[src/rtl/coin_feeder_if.sv]
// coin_feeder_if - request and vending-machine signal bundle for coin_feeder.
//   req_valid/req_ready/req_seq : purchase request handshake (five 2-bit coin slots)
//   coin                        : coin code driven to the vending machine
//   sell/change                 : vending-machine response
//   done/sold/chg/paid/err      : transaction result (done is a one-cycle pulse)
// slave  = coin_feeder side, master = requester / vending-machine side.
interface coin_feeder_if;
  logic       req_valid;
  logic       req_ready;
  logic [9:0] req_seq;
  logic [1:0] coin;
  logic       sell;
  logic [1:0] change;
  logic       done;
  logic       sold;
  logic [1:0] chg;
  logic [3:0] paid;
  logic       err;

  modport slave (
    input  req_valid, req_seq, sell, change,
    output req_ready, coin, done, sold, chg, paid, err
  );

  modport master (
    output req_valid, req_seq, sell, change,
    input  req_ready, coin, done, sold, chg, paid, err
  );
endinterface

[src/rtl/coin_feeder.sv]
// coin_feeder - feeds up to five coins from a latched request to a vending
// machine, then waits a bounded time for the sell indication and reports.
//   clk  : single clock, rising edge
//   rst  : synchronous active-high reset
//   bus  : coin_feeder_if.slave (request handshake, coin/sell/change, results)
//   RESP_WAIT : idle edges to wait for sell after the last coin (1..15)
//
// state | meaning
// IDLE  | ready for a request, coin=00
// FEED  | one slot registered onto coin per edge, sell sampled each edge
// WAIT  | coin=00, down-counting RESP_WAIT edges for sell
// DONE  | one-cycle done pulse, results valid
module coin_feeder #(
  parameter int unsigned RESP_WAIT = 4
) (
  input  logic          clk,
  input  logic          rst,
  coin_feeder_if.slave  bus
);

  localparam logic [3:0] WAIT_LOAD = 4'(RESP_WAIT);

  typedef enum logic [1:0] {IDLE, FEED, WAIT, DONE} state_t;

  state_t     state_q, state_d;
  logic [9:0] shreg_q, shreg_d;
  logic [2:0] cnt_q,   cnt_d;
  logic [3:0] wait_q,  wait_d;
  logic [1:0] coin_q,  coin_d;
  logic       done_q,  done_d;
  logic       sold_q,  sold_d;
  logic [1:0] chg_q,   chg_d;
  logic [3:0] paid_q,  paid_d;
  logic       err_q,   err_d;

  always_comb begin
    state_d = state_q;
    shreg_d = shreg_q;
    cnt_d   = cnt_q;
    wait_d  = wait_q;
    coin_d  = 2'b00;
    done_d  = 1'b0;
    sold_d  = sold_q;
    chg_d   = chg_q;
    paid_d  = paid_q;
    err_d   = err_q;

    case (state_q)
      IDLE: begin
        if (bus.req_valid) begin
          shreg_d = bus.req_seq;
          cnt_d   = 3'd0;
          paid_d  = 4'd0;
          err_d   = 1'b0;
          sold_d  = 1'b0;
          chg_d   = 2'b00;
          state_d = FEED;
        end
      end

      FEED: begin
        // sell wins over the coin that would otherwise be registered this edge
        if (bus.sell) begin
          sold_d  = 1'b1;
          chg_d   = bus.change;
          done_d  = 1'b1;
          state_d = DONE;
        end else begin
          shreg_d = {2'b00, shreg_q[9:2]};
          cnt_d   = cnt_q + 3'd1;
          case (shreg_q[1:0])
            2'b01: begin
              coin_d = 2'b01;
              paid_d = paid_q + 4'd1;
            end
            2'b10: begin
              coin_d = 2'b10;
              paid_d = paid_q + 4'd2;
            end
            2'b11:   err_d = 1'b1;
            default: ;
          endcase
          // trailing empty slots are never driven
          if (cnt_q == 3'd4 || shreg_d == 10'd0) begin
            wait_d  = WAIT_LOAD;
            state_d = WAIT;
          end
        end
      end

      WAIT: begin
        if (bus.sell) begin
          sold_d  = 1'b1;
          chg_d   = bus.change;
          done_d  = 1'b1;
          state_d = DONE;
        end else if (wait_q <= 4'd1) begin
          sold_d  = 1'b0;
          chg_d   = 2'b00;
          done_d  = 1'b1;
          state_d = DONE;
        end else begin
          wait_d = wait_q - 4'd1;
        end
      end

      DONE: state_d = IDLE;

      default: state_d = IDLE;
    endcase
  end

  always_ff @(posedge clk) begin
    if (rst) begin
      state_q <= IDLE;
      shreg_q <= 10'd0;
      cnt_q   <= 3'd0;
      wait_q  <= 4'd0;
      coin_q  <= 2'b00;
      done_q  <= 1'b0;
      sold_q  <= 1'b0;
      chg_q   <= 2'b00;
      paid_q  <= 4'd0;
      err_q   <= 1'b0;
    end else begin
      state_q <= state_d;
      shreg_q <= shreg_d;
      cnt_q   <= cnt_d;
      wait_q  <= wait_d;
      coin_q  <= coin_d;
      done_q  <= done_d;
      sold_q  <= sold_d;
      chg_q   <= chg_d;
      paid_q  <= paid_d;
      err_q   <= err_d;
    end
  end

  assign bus.req_ready = (state_q == IDLE);
  assign bus.coin      = coin_q;
  assign bus.done      = done_q;
  assign bus.sold      = sold_q;
  assign bus.chg       = chg_q;
  assign bus.paid      = paid_q;
  assign bus.err       = err_q;

endmodule

[src/flat_wrapper.sv]
// flat-port wrapper written by rule: the top's interface ports become plain ports
module coin_feeder_flat 
#(
  parameter int unsigned RESP_WAIT = 4
)
  (clk, rst, bus_req_valid, bus_req_seq, bus_sell, bus_change, bus_req_ready, bus_coin, bus_done, bus_sold, bus_chg, bus_paid, bus_err);
  coin_feeder_if bus_i ();
  input  logic clk;
  input  logic rst;
  input wire logic [$bits(bus_i.req_valid)-1:0] bus_req_valid;
  input wire logic [$bits(bus_i.req_seq)-1:0] bus_req_seq;
  input wire logic [$bits(bus_i.sell)-1:0] bus_sell;
  input wire logic [$bits(bus_i.change)-1:0] bus_change;
  output wire logic [$bits(bus_i.req_ready)-1:0] bus_req_ready;
  output wire logic [$bits(bus_i.coin)-1:0] bus_coin;
  output wire logic [$bits(bus_i.done)-1:0] bus_done;
  output wire logic [$bits(bus_i.sold)-1:0] bus_sold;
  output wire logic [$bits(bus_i.chg)-1:0] bus_chg;
  output wire logic [$bits(bus_i.paid)-1:0] bus_paid;
  output wire logic [$bits(bus_i.err)-1:0] bus_err;
  assign bus_i.req_valid = bus_req_valid;
  assign bus_i.req_seq = bus_req_seq;
  assign bus_i.sell = bus_sell;
  assign bus_i.change = bus_change;
  assign bus_req_ready = bus_i.req_ready;
  assign bus_coin = bus_i.coin;
  assign bus_done = bus_i.done;
  assign bus_sold = bus_i.sold;
  assign bus_chg = bus_i.chg;
  assign bus_paid = bus_i.paid;
  assign bus_err = bus_i.err;
  coin_feeder #(.RESP_WAIT(RESP_WAIT)) u_core (.clk(clk), .rst(rst), .bus(bus_i));
endmodule
[config.mk]
export PLATFORM = sky130hd
export DESIGN_NAME = coin_feeder_flat
export DESIGN_NICKNAME = d
export VERILOG_FILES = /design/src/rtl/coin_feeder_if.sv /design/src/rtl/coin_feeder.sv /design/src/flat_wrapper.sv
export SDC_FILE = /design/constraint.sdc
export NUM_CORES = 1
export LEC_CHECK = 0
export ABC_AREA = 1
export BUFFER_PORTS_ARGS = -buffer_cell sky130_fd_sc_hd__buf_2
export CAP_MARGIN = 10
export CORE_MARGIN = 4
export CORE_UTILIZATION = 43
export DETAILED_ROUTE_END_ITERATION = 16
export GPL_ROUTABILITY_DRIVEN = 1
export RECOVER_POWER = 100
export SYNTH_ARGS = -nofsm -noshare
export SYNTH_HDL_FRONTEND = slang
export SYNTH_SLANG_ARGS = --single-unit
[constraint.sdc]
create_clock -name clk -period 2.1 [get_ports clk]
set_clock_uncertainty 0.15 [all_clocks]
set_input_delay 0.105 -clock clk [delete_from_list [all_inputs] [get_ports clk]]
set_output_delay 0.105 -clock clk [all_outputs]
set_load 0.01 [all_outputs]
==> results by group, run 1 <==
Worst setup path
  • Crit Path Category: reg2reg
  • Most numerous cell on the critical path: nand2_2
  • Crit path DAT: 1940 ps
  • CP Capture Type: register
  • Critical path's slowest cell: ha_1
  • Worst R2R End: u_core.shreg_q[1]
  • Crit-path cells: ha_1, nand2_2, nand2_2, nand2_4, clkbuf_2, o21ai_0, a21oi_1
  • Worst-case reg-to-reg path depth: 7
  • Worst Path Required: 2120 ps
  • R2R Path Start: u_core.state_q[0]
  • Critical Path Max Stage Delay: 430 ps
  • Reg2Reg Setup Slack: 180 ps
  • Startpoint types: register
  • Crit path to: u_core.shreg_q[1]
  • Crit path launch: u_core.state_q[0]
  • Max FO, Critical Path: 20

Clock network
  • Worst skew pair latency: 280 ps
  • Post-cts resize count: 0
  • Clock-pin slew on the worst setup and hold paths: 60 ps
  • Post CTS Setup Buffer Count: 0
  • Clk sink count: 30
  • CTS Buffer Depth: 2
  • CTS tree: built
  • CTS buffer count: 5
  • Root buffer cell: clkbuf_8
  • Htree depth: 2

Route
  • DR vias/cell: 4.72
  • Vias: 1476
  • DRT iter0 DRCs: 108
  • Pre-antenna DRT Iters: 4
  • Drt total wl: 3430 µm
  • ANT nets after route: 0
  • # DRC: 0
  • Post-DR wirelength/cell: 11.0 µm

Die
  • Die area: 4890 µm²
  • Num ports: 28
  • Vert. Die Dim: 70.0 µm
  • Chip width: 70.0 µm
  • Starting Density: 0.447
  • Std cell rows: 22
  • Core Area: 3690 µm²

GRT
  • Largest net degree at the start of global routing: 23
  • First-pass GRT wire length: 6210 µm
  • Initial antenna violation count: 0
  • GRT Total Usage: 0.156
  • Grt total ovfl: 0
  • Vias in the first global route: 1409

Min path
  • Worst Hold Class: in2reg
  • Hold path start: bus_req_valid

Status
  • Status: complete, no violations

STA
  • Final min period: 1920 ps
  • Final Hold Fails: 0
  • Worst-margin pin slew: 406 ps
  • Final WS setup: 184 ps
  • RSZ-0062 raised after global routing: no
  • Slew headroom: 0.729
  • Setup TNS: 0 ps
  • Final setup fails: 0
  • Period utilization: 0.913
  • Fmax achieved: 0.522 GHz
  • Final Max Slew Viols: 0

Placed design
  • Cells after DPL: 301
  • Placed Instance Area: 1810 µm²
  • Place WS: 209 ps
  • Port Buffers: 27
  • HPWL Detailed: 2540 µm
  • GPL Wtd Cong: 0.809

Yosys
  • Number of flops mapped to enable cells by yosys: 0
  • Mapped cell area: 1650 µm²
  • Post-synth cell types: 28
  • FFs w/ async S/R, synth: 0
  • Synthesized flop and latch total: 30
  • Avg Cell Area, Syn: 7.14 µm²
  • Largest cells by area after synthesis: dfxtp_1 (36%), nand2_1 (9.6%), ha_1 (7.6%), a21oi_1 (7.0%), inv_1 (6.4%)
  • Register area share after synthesis: 0.364
  • Top-area cell type share of the netlist area: 0.364
  • Area leader, netlist: dfxtp_1
  • Net Count, Synth: 257
  • Ys flop type: dfxtp_1
  • YS warnings: 0
  • Cells after Synth: 231

Layout
  • Final Non-Filler Cells: 313
  • Fillers: 398
  • Post-route cell area: 1920 µm²
  • Most frequent cells in the layout: nand2_1 (42), dfxtp_1 (30), inv_1 (29)
  • Nets: 290
  • Layout cell share with drive strength beyond 1: 0.166
  • Area growth, synth to finish: 16.2%
  • Commonest non-fill, non-tap cell in the layout: nand2_1
  • Ant diodes: 0
  • Final core occ: 0.520

Run
  • Max-cap violations: 0

Pwr
  • Standby leakage power: 0.874 nW
  • Pwr per Cell Area: 1400 nW/µm²
  • Max VDD drop: 648 µV
-- layer usage --
layer / wire, µm / part of all wire / vias to the layer above / global-route usage
met4: 55 / 0.016 / 0 / 0.0532
met1: 1760 / 0.51 / 629 / 0.211
li1: - / - / 813 / -
met5: 0 / 0 / - / 0
met2: 1450 / 0.42 / 27 / 0.234
met3: 175 / 0.051 / 7 / 0.0460
-- metrics by stage --
stage                     total power, mW  hold slack, ps
after floorplan                      2.03            28.0
after CTS                            2.76            29.9
after global routing                 2.99            66.8
after detailed placement             2.27             236
after global placement               2.27             240
final                                2.68            28.5
-- cells by family (layout without fill, tap and decap cells) --
| group | Yosys count | after routing | share of synthesized area |
|---|---|---|---|
| XOR/XNOR | 1 | 1 | 0.00531 |
| buffers and inverters | 42 | 76 | 0.112 |
| flip-flops | 30 | 30 | 0.364 |
| AO/OA/AOI/OAI | 53 | 53 | 0.186 |
| adder cells (fa/ha/maj) | 10 | 10 | 0.0758 |
| AND/OR/NAND/NOR | 95 | 95 | 0.257 |
-- Yosys cell counts (2+ instances only) --
cell,instances
nor3_1,2
a21oi_1,23
clkbuf_1,2
o21ai_1,10
a21oi_2,2
dfxtp_1,30
buf_2,2
nand3_1,18
inv_2,6
nand2_1,42
inv_1,28
nand2_2,4
ha_1,10
buf_6,3
nor2_1,20
o211ai_1,2
a211oi_2,2
nand4_1,3
o21ai_0,12
or2_2,2
-- critical path, delay by kind of cell (launching register included) --
family | cells | cell delay (ps)
AOI/OAI and AO/OA | 2 | 230
DFF | 1 | 410
adders and majority gates | 1 | 430
and+or+nand+nor | 3 | 370
buffers and inverters | 1 | 200
-- power breakdown --
group	switching, mW	internal, mW
logic	0.912	0.483
registers	0.0904	0.723
clock network	0.210	0.264
total	1.21	1.47
-- how the worst min path moves through the flow --
stage	to	depth (start not counted)	slack (ps)
2_1_floorplan	u_core.cnt_q[0]	1	30
3_3_place_gp	u_core.bus.chg[1]	3	240
3_5_place_dp	u_core.shreg_q[8]	3	240
4_1_cts	u_core.cnt_q[2]	4	30
5_1_grt	u_core.cnt_q[2]	4	70
6_report	u_core.cnt_q[2]	4	30
-- state kept, by name (all words and copies together) (netlist names) --
signal and cells:
u_core.state_q 2, u_core.cnt_q 3, u_core.bus.done 1, u_core.bus.coin 2, u_core.shreg_q 10, u_core.bus.chg 2, u_core.bus.err 1, u_core.bus.sold 1
u_core.wait_q 4, u_core.bus.paid 4
-- timing repair --
| action | 4_1_cts | 5_1_grt |
|---|---|---|
| endpoints found under the setup margin | 0 | 0 |
| hold endpoints to repair | 4 | 0 |
| hold buffers | 4 | 0 |
-- layout make-up --
cell class                      count  area (µm²)  share of cell area
Clock buffer                        7        86.3              0.0450
Clock inverter                      1        5.00             0.00261
Inverter                           35         134              0.0698
Multi-Input combinational cell    159         860               0.448
Sequential cell                    30         601               0.313
Tap cell                           48        60.1              0.0313
Timing Repair Buffer               33         173              0.0900
(Power assumes the default switching activity.)
==> run 2, diff against run 1 <==
- HOLD_SLACK_MARGIN: not set -> 0.05
==> run 2 against run 1 <==
Core utilization up 0.81 points; sequential power barely moved; sequential share of layout area is 0.48 points lower; fmax about the same; first-iteration DRC count shrank 1.9%; global-route usage increased by 0.24 points; power is 0.23% higher; final area increased by 1.6%; wire length up 1.7%.
==> results by group, run 2 (same netlist as run 1, synthesis figures left out) <==
STA
  • Final Max Slew Viols: 0
  • Final Hold Fails: 0
  • Period utilization: 0.913
  • Final WS setup: 182 ps
  • Slew headroom: 0.729
  • Fmax achieved: 0.521 GHz
  • Setup TNS: 0 ps
  • Final setup fails: 0
  • RSZ-0062 raised after global routing: no
  • Final min period: 1920 ps
  • Worst-margin pin slew: 406 ps

GRT
  • Grt total ovfl: 0
  • Initial antenna violation count: 0
  • Vias in the first global route: 1421
  • GRT Total Usage: 0.158
  • First-pass GRT wire length: 6290 µm
  • Largest net degree at the start of global routing: 23

Placed design
  • HPWL Detailed: 2540 µm
  • Cells after DPL: 301
  • Place WS: 209 ps
  • GPL Wtd Cong: 0.809
  • Port Buffers: 27

Worst setup path
  • Critical Path Max Stage Delay: 430 ps
  • Startpoint types: register
  • Crit path DAT: 1940 ps
  • Max FO, Critical Path: 20
  • Crit Path Category: reg2reg
  • CP Capture Type: register
  • Crit-path cells: ha_1, nand2_2, nand2_2, nand2_4, clkbuf_2, o21ai_0, a21oi_1
  • Worst Path Required: 2120 ps
  • CP Buf/Inv Count: 1
  • Most numerous cell on the critical path: nand2_2
  • Critical path's slowest cell: ha_1
  • R2R Path Start: u_core.state_q[0]
  • CP Depth: 7
  • Critical path's top delay family: adder cells
  • Worst-case reg-to-reg path depth: 7
  • Crit path launch: u_core.state_q[0]

Layout
  • Layout cell share with drive strength beyond 1: 0.164
  • Final Non-Filler Cells: 316
  • Most frequent cells in the layout: nand2_1 (42), dfxtp_1 (30), inv_1 (29)
  • Multi-input logic area: 860 µm²
  • Max reg flops: 10
  • Largest reg by FF count: u_core.shreg_q
  • Ant diodes: 0
  • Area growth, synth to finish: 18.0%
  • Commonest non-fill, non-tap cell in the layout: nand2_1
  • Seq. cell area: 601 µm²
  • Nets: 293
  • Fillers: 397

Route
  • Vias: 1490
  • ANT nets after route: 0
  • DRT iter0 DRCs: 106
  • DR vias/cell: 4.72
  • Drt total wl: 3490 µm
  • Post-DR wirelength/cell: 11.0 µm
  • # DRC: 0
  • Pre-antenna DRT Iters: 4

Die
  • Chip width: 70.0 µm
  • Die area: 4890 µm²
  • Std cell rows: 22
  • Num ports: 28
  • Starting Density: 0.447
  • Vert. Die Dim: 70.0 µm
  • Core Area: 3690 µm²

Clock network
  • CTS tree: built
  • Worst skew pair latency: 280 ps
  • CTS Buffer Depth: 2
  • Clock-pin slew on the worst setup and hold paths: 60 ps
  • Clk sink count: 30
  • Post CTS Setup Buffer Count: 0
  • Htree depth: 2
  • CTS buffer count: 5
  • Root buffer cell: clkbuf_8

Min path
  • Worst hold stages: 4
  • Hold path start: bus_sell
  • Worst Hold Class: in2reg

Pwr
  • Standby leakage power: 0.886 nW
  • Max VDD drop: 649 µV
  • Pwr per Cell Area: 1380 nW/µm²

Status
  • Status: complete, no violations

Run
  • Max-cap violations: 0
==> run 2: changes by cell type in the layout (fill, tap and decap cells not counted), sizes merged <==
cell         change
dlygate4sd3      +3
==> run 2: tightest hold or removal path: stages <==
cell and delay [ps]:
buf_2 130, inv_1 60, nand2_2 90, nor4_1 50
==> run 2: repair_timing <==
item / in CTS / in global routing
gates resized for setup: 0 / 0
endpoints found under the hold margin: 7 / 0
hold buffers: 7 / 0
==> run 2: layout make-up <==
| class | instances | share of cell area |
|---|---|---|
| Clock buffer | 7 | 0.0443 |
| Clock inverter | 1 | 0.00257 |
| Inverter | 35 | 0.0687 |
| Multi-Input combinational cell | 159 | 0.441 |
| Sequential cell | 30 | 0.308 |
| Tap cell | 48 | 0.0308 |
| Timing Repair Buffer | 36 | 0.104 |
==> run 2: power by group <==
part	switching [mW]	internal (mW)	total, mW
clock	0.211	0.264	0.474
combinational	0.914	0.487	1.40
sequential	0.0910	0.723	0.814
total	1.22	1.47	2.69
==> run 2: worst paths after layout <==
kind                         to  slack, ps
max           u_core.shreg_q[1]        180
min          u_core.bus.coin[0]         60
max reg2reg   u_core.shreg_q[1]        180
min reg2reg  u_core.bus.coin[0]        310
==> run 2: per-layer routing <==
layer	wire (µm)	global-route usage	up-vias	part of all wire
li1	-	-	819	-
met4	55	0.0532	0	0.016
met2	1480	0.240	29	0.42
met3	169	0.0475	7	0.048
met1	1790	0.212	635	0.51
met5	0	0	-	0
==> run 2: through the flow <==
step           power (mW)  hold slack [ps]   util  instance area, µm²
2_1_floorplan        2.03             28.0      -                1650
3_3_place_gp         2.27              240  0.491                1810
3_5_place_dp         2.27              236  0.491                1810
4_1_cts              2.77             52.2  0.534                1970
5_1_grt              2.99             97.0  0.528                1950
6_report             2.69             57.7  0.528                1950
